File: src/rtl/prm_chk_pkg.sv
`default_nettype none
// +--------------------------------------------------------------------+
// | prm_chk_pkg                                                        |
// | Shared types and constants for the edge-check accumulator readout: |
// | FSM state encoding, result geometry and the word-index to select   |
// | mapping used by the reader and by the accumulator host driver.     |
// | Revision: 1.0                                                      |
// +--------------------------------------------------------------------+
package prm_chk_pkg;

   localparam int NUM_WORDS = 64;
   localparam int WORD_W    = 32;
   localparam int IDX_W     = 6;
   localparam int SEL1_W    = 2;
   localparam int SEL2_W    = 8;

   localparam logic [IDX_W-1:0] LAST_IDX = IDX_W'(NUM_WORDS - 1);

   typedef enum logic [2:0] {
      IDLE = 3'd0,
      SEL  = 3'd1,
      CAP  = 3'd2,
      OUT  = 3'd3,
      DONE = 3'd4
   } state_t;

   typedef struct packed {
      logic [SEL1_W-1:0] sel1;
      logic [SEL2_W-1:0] sel2;
   } sel_t;

   // Word index -> accumulator selects: upper two bits pick the 512-bit
   // block, lower four bits pick the word inside it.
   function automatic sel_t idx_to_sel(input logic [IDX_W-1:0] idx);
      sel_t s;
      s.sel1 = idx[5:4];
      s.sel2 = {4'b0000, idx[3:0]};
      return s;
   endfunction

endpackage
`default_nettype wire

File: src/rtl/prm_chk_reader.sv
`default_nettype none
// +--------------------------------------------------------------------+
// | prm_chk_reader                                                     |
// | Walks all 64 words of the accumulated edge result by driving the   |
// | accumulator selects, captures each returned word and streams it    |
// | out on a valid/ready port tagged with its word index.              |
// | Optional build macro PRM_RD_SKIPZERO_EN: zero words other than the |
// | last are captured but not emitted.                                 |
// | Revision: 1.0                                                      |
// +--------------------------------------------------------------------+
module prm_chk_reader
   import prm_chk_pkg::*;
#(
   parameter int SETTLE_CYC = 1
) (
   input  logic              CLK,
   input  logic              RST_n,
   input  logic              start,
   input  logic              abort,
   output logic [SEL1_W-1:0] sel1,
   output logic [SEL2_W-1:0] sel2,
   input  logic [WORD_W-1:0] result_imp,
   output logic [WORD_W-1:0] m_data,
   output logic [IDX_W-1:0]  m_idx,
   output logic              m_valid,
   input  logic              m_ready,
   output logic              m_last,
   output logic              busy,
   output logic              done
);

`ifdef PRM_RD_SKIPZERO_EN
   localparam bit SKIP_ZERO = 1'b1;
`else
   localparam bit SKIP_ZERO = 1'b0;
`endif

   // Settle counter value on the final SEL cycle.
   localparam logic [3:0] SETTLE_LAST = 4'(SETTLE_CYC - 1);

   state_t           state;
   logic [IDX_W-1:0] idx;
   logic [3:0]       settle_cnt;
   logic [IDX_W-1:0] idx_nxt;
   sel_t             sel_nxt;

   assign idx_nxt = idx + 1'b1;
   assign sel_nxt = idx_to_sel(idx_nxt);

   // Scan sequencer: owns the index, the selects and every output register.
   always_ff @(posedge CLK) begin
      if (!RST_n) begin
         state      <= IDLE;
         idx        <= '0;
         settle_cnt <= '0;
         sel1       <= '0;
         sel2       <= '0;
         m_data     <= '0;
         m_idx      <= '0;
         m_valid    <= 1'b0;
         m_last     <= 1'b0;
         busy       <= 1'b0;
         done       <= 1'b0;
      end else begin
         done <= 1'b0;
         if (state != IDLE && abort) begin
            // Abort wins over a same-cycle handshake; the beat is dropped.
            state   <= IDLE;
            m_valid <= 1'b0;
            m_last  <= 1'b0;
            busy    <= 1'b0;
         end else begin
            case (state)
               IDLE: begin
                  if (start) begin
                     idx        <= '0;
                     settle_cnt <= '0;
                     sel1       <= idx_to_sel('0).sel1;
                     sel2       <= idx_to_sel('0).sel2;
                     busy       <= 1'b1;
                     state      <= SEL;
                  end
               end
               SEL: begin
                  if (settle_cnt == SETTLE_LAST) begin
                     state <= CAP;
                  end else begin
                     settle_cnt <= settle_cnt + 4'd1;
                  end
               end
               CAP: begin
                  if (SKIP_ZERO && result_imp == '0 && idx != LAST_IDX) begin
                     // Empty word: move straight on to the next index.
                     idx        <= idx_nxt;
                     settle_cnt <= '0;
                     sel1       <= sel_nxt.sel1;
                     sel2       <= sel_nxt.sel2;
                     state      <= SEL;
                  end else begin
                     m_data  <= result_imp;
                     m_idx   <= idx;
                     m_valid <= 1'b1;
                     m_last  <= (idx == LAST_IDX);
                     state   <= OUT;
                  end
               end
               OUT: begin
                  if (m_ready) begin
                     m_valid <= 1'b0;
                     m_last  <= 1'b0;
                     if (idx == LAST_IDX) begin
                        done  <= 1'b1;
                        state <= DONE;
                     end else begin
                        idx        <= idx_nxt;
                        settle_cnt <= '0;
                        sel1       <= sel_nxt.sel1;
                        sel2       <= sel_nxt.sel2;
                        state      <= SEL;
                     end
                  end
               end
               DONE: begin
                  busy  <= 1'b0;
                  state <= IDLE;
               end
               default: begin
                  busy  <= 1'b0;
                  state <= IDLE;
               end
            endcase
         end
      end
   end

endmodule
`default_nettype wire
File: config.mk
export PLATFORM = sky130hd
export DESIGN_NAME = prm_chk_reader
export DESIGN_NICKNAME = d
export VERILOG_FILES = /design/src/rtl/prm_chk_pkg.sv /design/src/rtl/prm_chk_reader.sv
export SDC_FILE = /design/constraint.sdc
export NUM_CORES = 1
export LEC_CHECK = 0
export ABC_CLOCK_PERIOD_IN_PS = 4750
export CORE_MARGIN = 4
export CORE_UTILIZATION = 40
export CTS_CLUSTER_SIZE = 16
export DETAILED_ROUTE_END_ITERATION = 7
export MAX_ROUTING_LAYER = met4
export PLACE_DENSITY = 0.74
export SLEW_MARGIN = 0
export SYNTH_ARGS = -nofsm -noshare
export SYNTH_HDL_FRONTEND = slang
export SYNTH_SLANG_ARGS = --single-unit
File: constraint.sdc
create_clock -name CLK -period 4.75 [get_ports CLK]
set_clock_uncertainty 0.15 [all_clocks]
set_input_delay 1.425 -clock CLK [delete_from_list [all_inputs] [get_ports CLK]]
set_output_delay 1.425 -clock CLK [all_outputs]
set_load 0.005 [all_outputs]
==> flow_summary.toml <==
[floorplanning]
coreArea_mm2 = 0.00551
die_y_um = 83.2
die_x_um = 83.2
die_area_mm2 = 0.00693
ios = 89
start_util_pct = 41.1
rows = 27

[final_layout]
ff_latch_area_mm2 = 0.00110
final_common_cell = "nand2_1"
layout_common_cells = "nand2_1, clkdlybuf4s50_1, dfxtp_1"
multi_input_area_mm2 = 0.00106
diodes = 0
n_fill_cell = 520
layout-drive-gt1-share_pct = 3.55
areaGrowthSynthToFinish_pct = 44.0
final_nets = 405

[yosys]
seq_area_frac_synth_pct = 48.6
synth.area.top_cells = "dfxtp_1, nand2_1, a21oi_1, nand3_1, clkbuf_1"
yosysUniqueCellTypes = 37
synth-edff-count = 0
synth_ff_type = "dfxtp_1"
yosys.area.top_type = "dfxtp_1"
async_flop_share_pct = 0
postSynthAreaPerCell_um2 = 7.86
synth_top_area_share_pct = 48.6
post_synth_instance_area_mm2 = 0.00226
syn_inst = 288
ys_ff_latch = 55
ys.warnings.count = 0

[cts]
htree_levels = 2
clockRootBuffer = "clkbuf_8"
cts_tree = "built"
clkTransAtPathRegs_ns = 0.10
cts.sinks = 55
cts_hold_buffers = 0
clk_path_buf_depth = 2
cts_buffers = 5
cts_resized = 0
insertion_delay_ns = 0.31
cts_setup_buffers = 0

[worst_setup_path]
critPathArrivalTime_ns = 3.34
end_kind = "flip-flop"
critPathMaxFanout = 8
reg2reg_from = "state[0]$_SDFFE_PP0P_"
cp-startpoint = "m_ready"
cp.required_ns = 4.84
startpoint_type = "input pin"
path_class = "in -> reg"

[drt]
routed_via_density = 4.98
vias = 2182
drc_errors = 0
drt_iter0_drc = 94
wire_per_inst_um = 13.2
drtPass1Iterations = 4
antenna_left = 0
drt_wl_total_um = 5780

[min_path]
hp-start = "m_data[3]$_SDFFE_PN0P_"
hold_path_class = "reg -> reg"

[job]
cap_violations = 0

[placed_design]
hpwlAfterDp_um = 4030
io_buffers = 84
routabilityCongestion = 0.850

[global_routing]
antenna_found_initial = 0
grt_pass1_wl_um = 9620
grt_start_max_net_pins = 39
globalRouteTotalUtil_pct = 16.9
grt_pass1_vias = 1985
grt.overflow.total = 0

[power_and_ir_drop]
power_uw = 956
peakVddDrop_v = 0.000134
power_leakage_nw = 1.09
p_per_area_mw_per_mm2 = 293

[sta]
tns_ns = 0
final.min_clock_period_ns = 3.25
drv_slew = 0
maxSlewHeadroom_pct = 54.3
setup_viol = 0
rsz0062_at_grt = "no"
fin_crit_sh_pct = 68.5
worst_pin_slew_ns = 0.681
max_freq_mhz = 307
final-hold-violation-count = 0

[outcome]
status = "completed"
==> final cells by class <==
class,instances,share of cell area [%]
Clock inverter,2,1.19
Sequential cell,55,33.8
Clock buffer,6,2.53
Timing Repair Buffer,87,26.5
Multi-Input combinational cell,210,32.6
Inverter,6,0.691
Tap cell,72,2.76
==> layer usage <==
metal | global-route usage [%] | share of wire [%]
met4 | 4.75 | 1.6
met2 | 25.9 | 45
met5 | - | 0
met1 | 22.0 | 47
met3 | 4.27 | 5.7
==> where the power goes <==
part           switching [mW]  total (mW)  internal, mW
Sequential             0.0160       0.492         0.476
Clock                   0.153       0.327         0.174
Combinational          0.0636       0.137        0.0731
==> critical path, cell delays in order <==
cell and delay, ns:
clkdlybuf4s50_1 0.58, nand3_1 0.21, a2111o_1 0.56, or4_1 0.49, o21ai_0 0.08
==> registers in the layout, summed over array words and instances, names as in the netlist <==
signal / cells
settle_cnt: 4
state: 3
done: 1
m_valid: 1
m_last: 1
busy: 1
m_data: 32
idx: 4
m_idx: 6
sel1: 2
==> Yosys cell counts (all sizes together), types with 2 or more instances <==
master / n
nor3b: 2
nand3b: 2
a21oi: 48
nand2b: 5
and4: 2
inv: 5
a311oi: 2
buf: 9
o21ai: 6
o22ai: 2
a31oi: 2
or3: 2
nand3: 10
o21a: 3
nor4: 2
nor2b: 4
ha: 3
nand2: 88
nor3: 6
clkbuf: 11
dfxtp: 55
nor2: 7
==> path summary, 6_finish.rpt <==
| check | end | slack (ns) | cells past startpoint |
|---|---|---|---|
| setup / recovery | sel1[0]$_SDFFE_PN0P_ | 1.50 | 5 |
| hold / removal | m_data[3]$_SDFFE_PN0P_ | 0.31 | 2 |
| setup reg to reg | settle_cnt[2]$_SDFFE_PN0P_ | 2.36 | 4 |
| hold reg to reg | m_data[3]$_SDFFE_PN0P_ | 0.31 | 2 |
==> per-stage QoR <==
| step | worst slack (ns) | area, um^2 | std cells | hold slack (ns) | util, % |
|---|---|---|---|---|---|
| floorplan | 1.97 | 2270 | 291 | 0.303 | - |
| global placement | 1.26 | 3140 | 430 | 0.291 | 57.0 |
| detailed placement | 1.19 | 3140 | 430 | 0.296 | 57.0 |
| CTS | 1.51 | 3260 | 438 | 0.310 | 59.2 |
| global route | 1.33 | 3260 | 438 | 0.326 | 59.2 |
| finish | 1.50 | 3260 | 438 | 0.309 | 59.2 |
==> cells by family after synthesis <==
logic type               share of synthesized area [%]
buffers and inverters                             5.20
adder cells (fa/ha/maj)                           1.66
flip-flops                                        48.6
other                                            0.166
AND/OR/NAND/NOR                                   26.6
multiplexers                                     0.442
AO/OA/AOI/OAI                                     17.2
(Power assumes the default switching activity.)
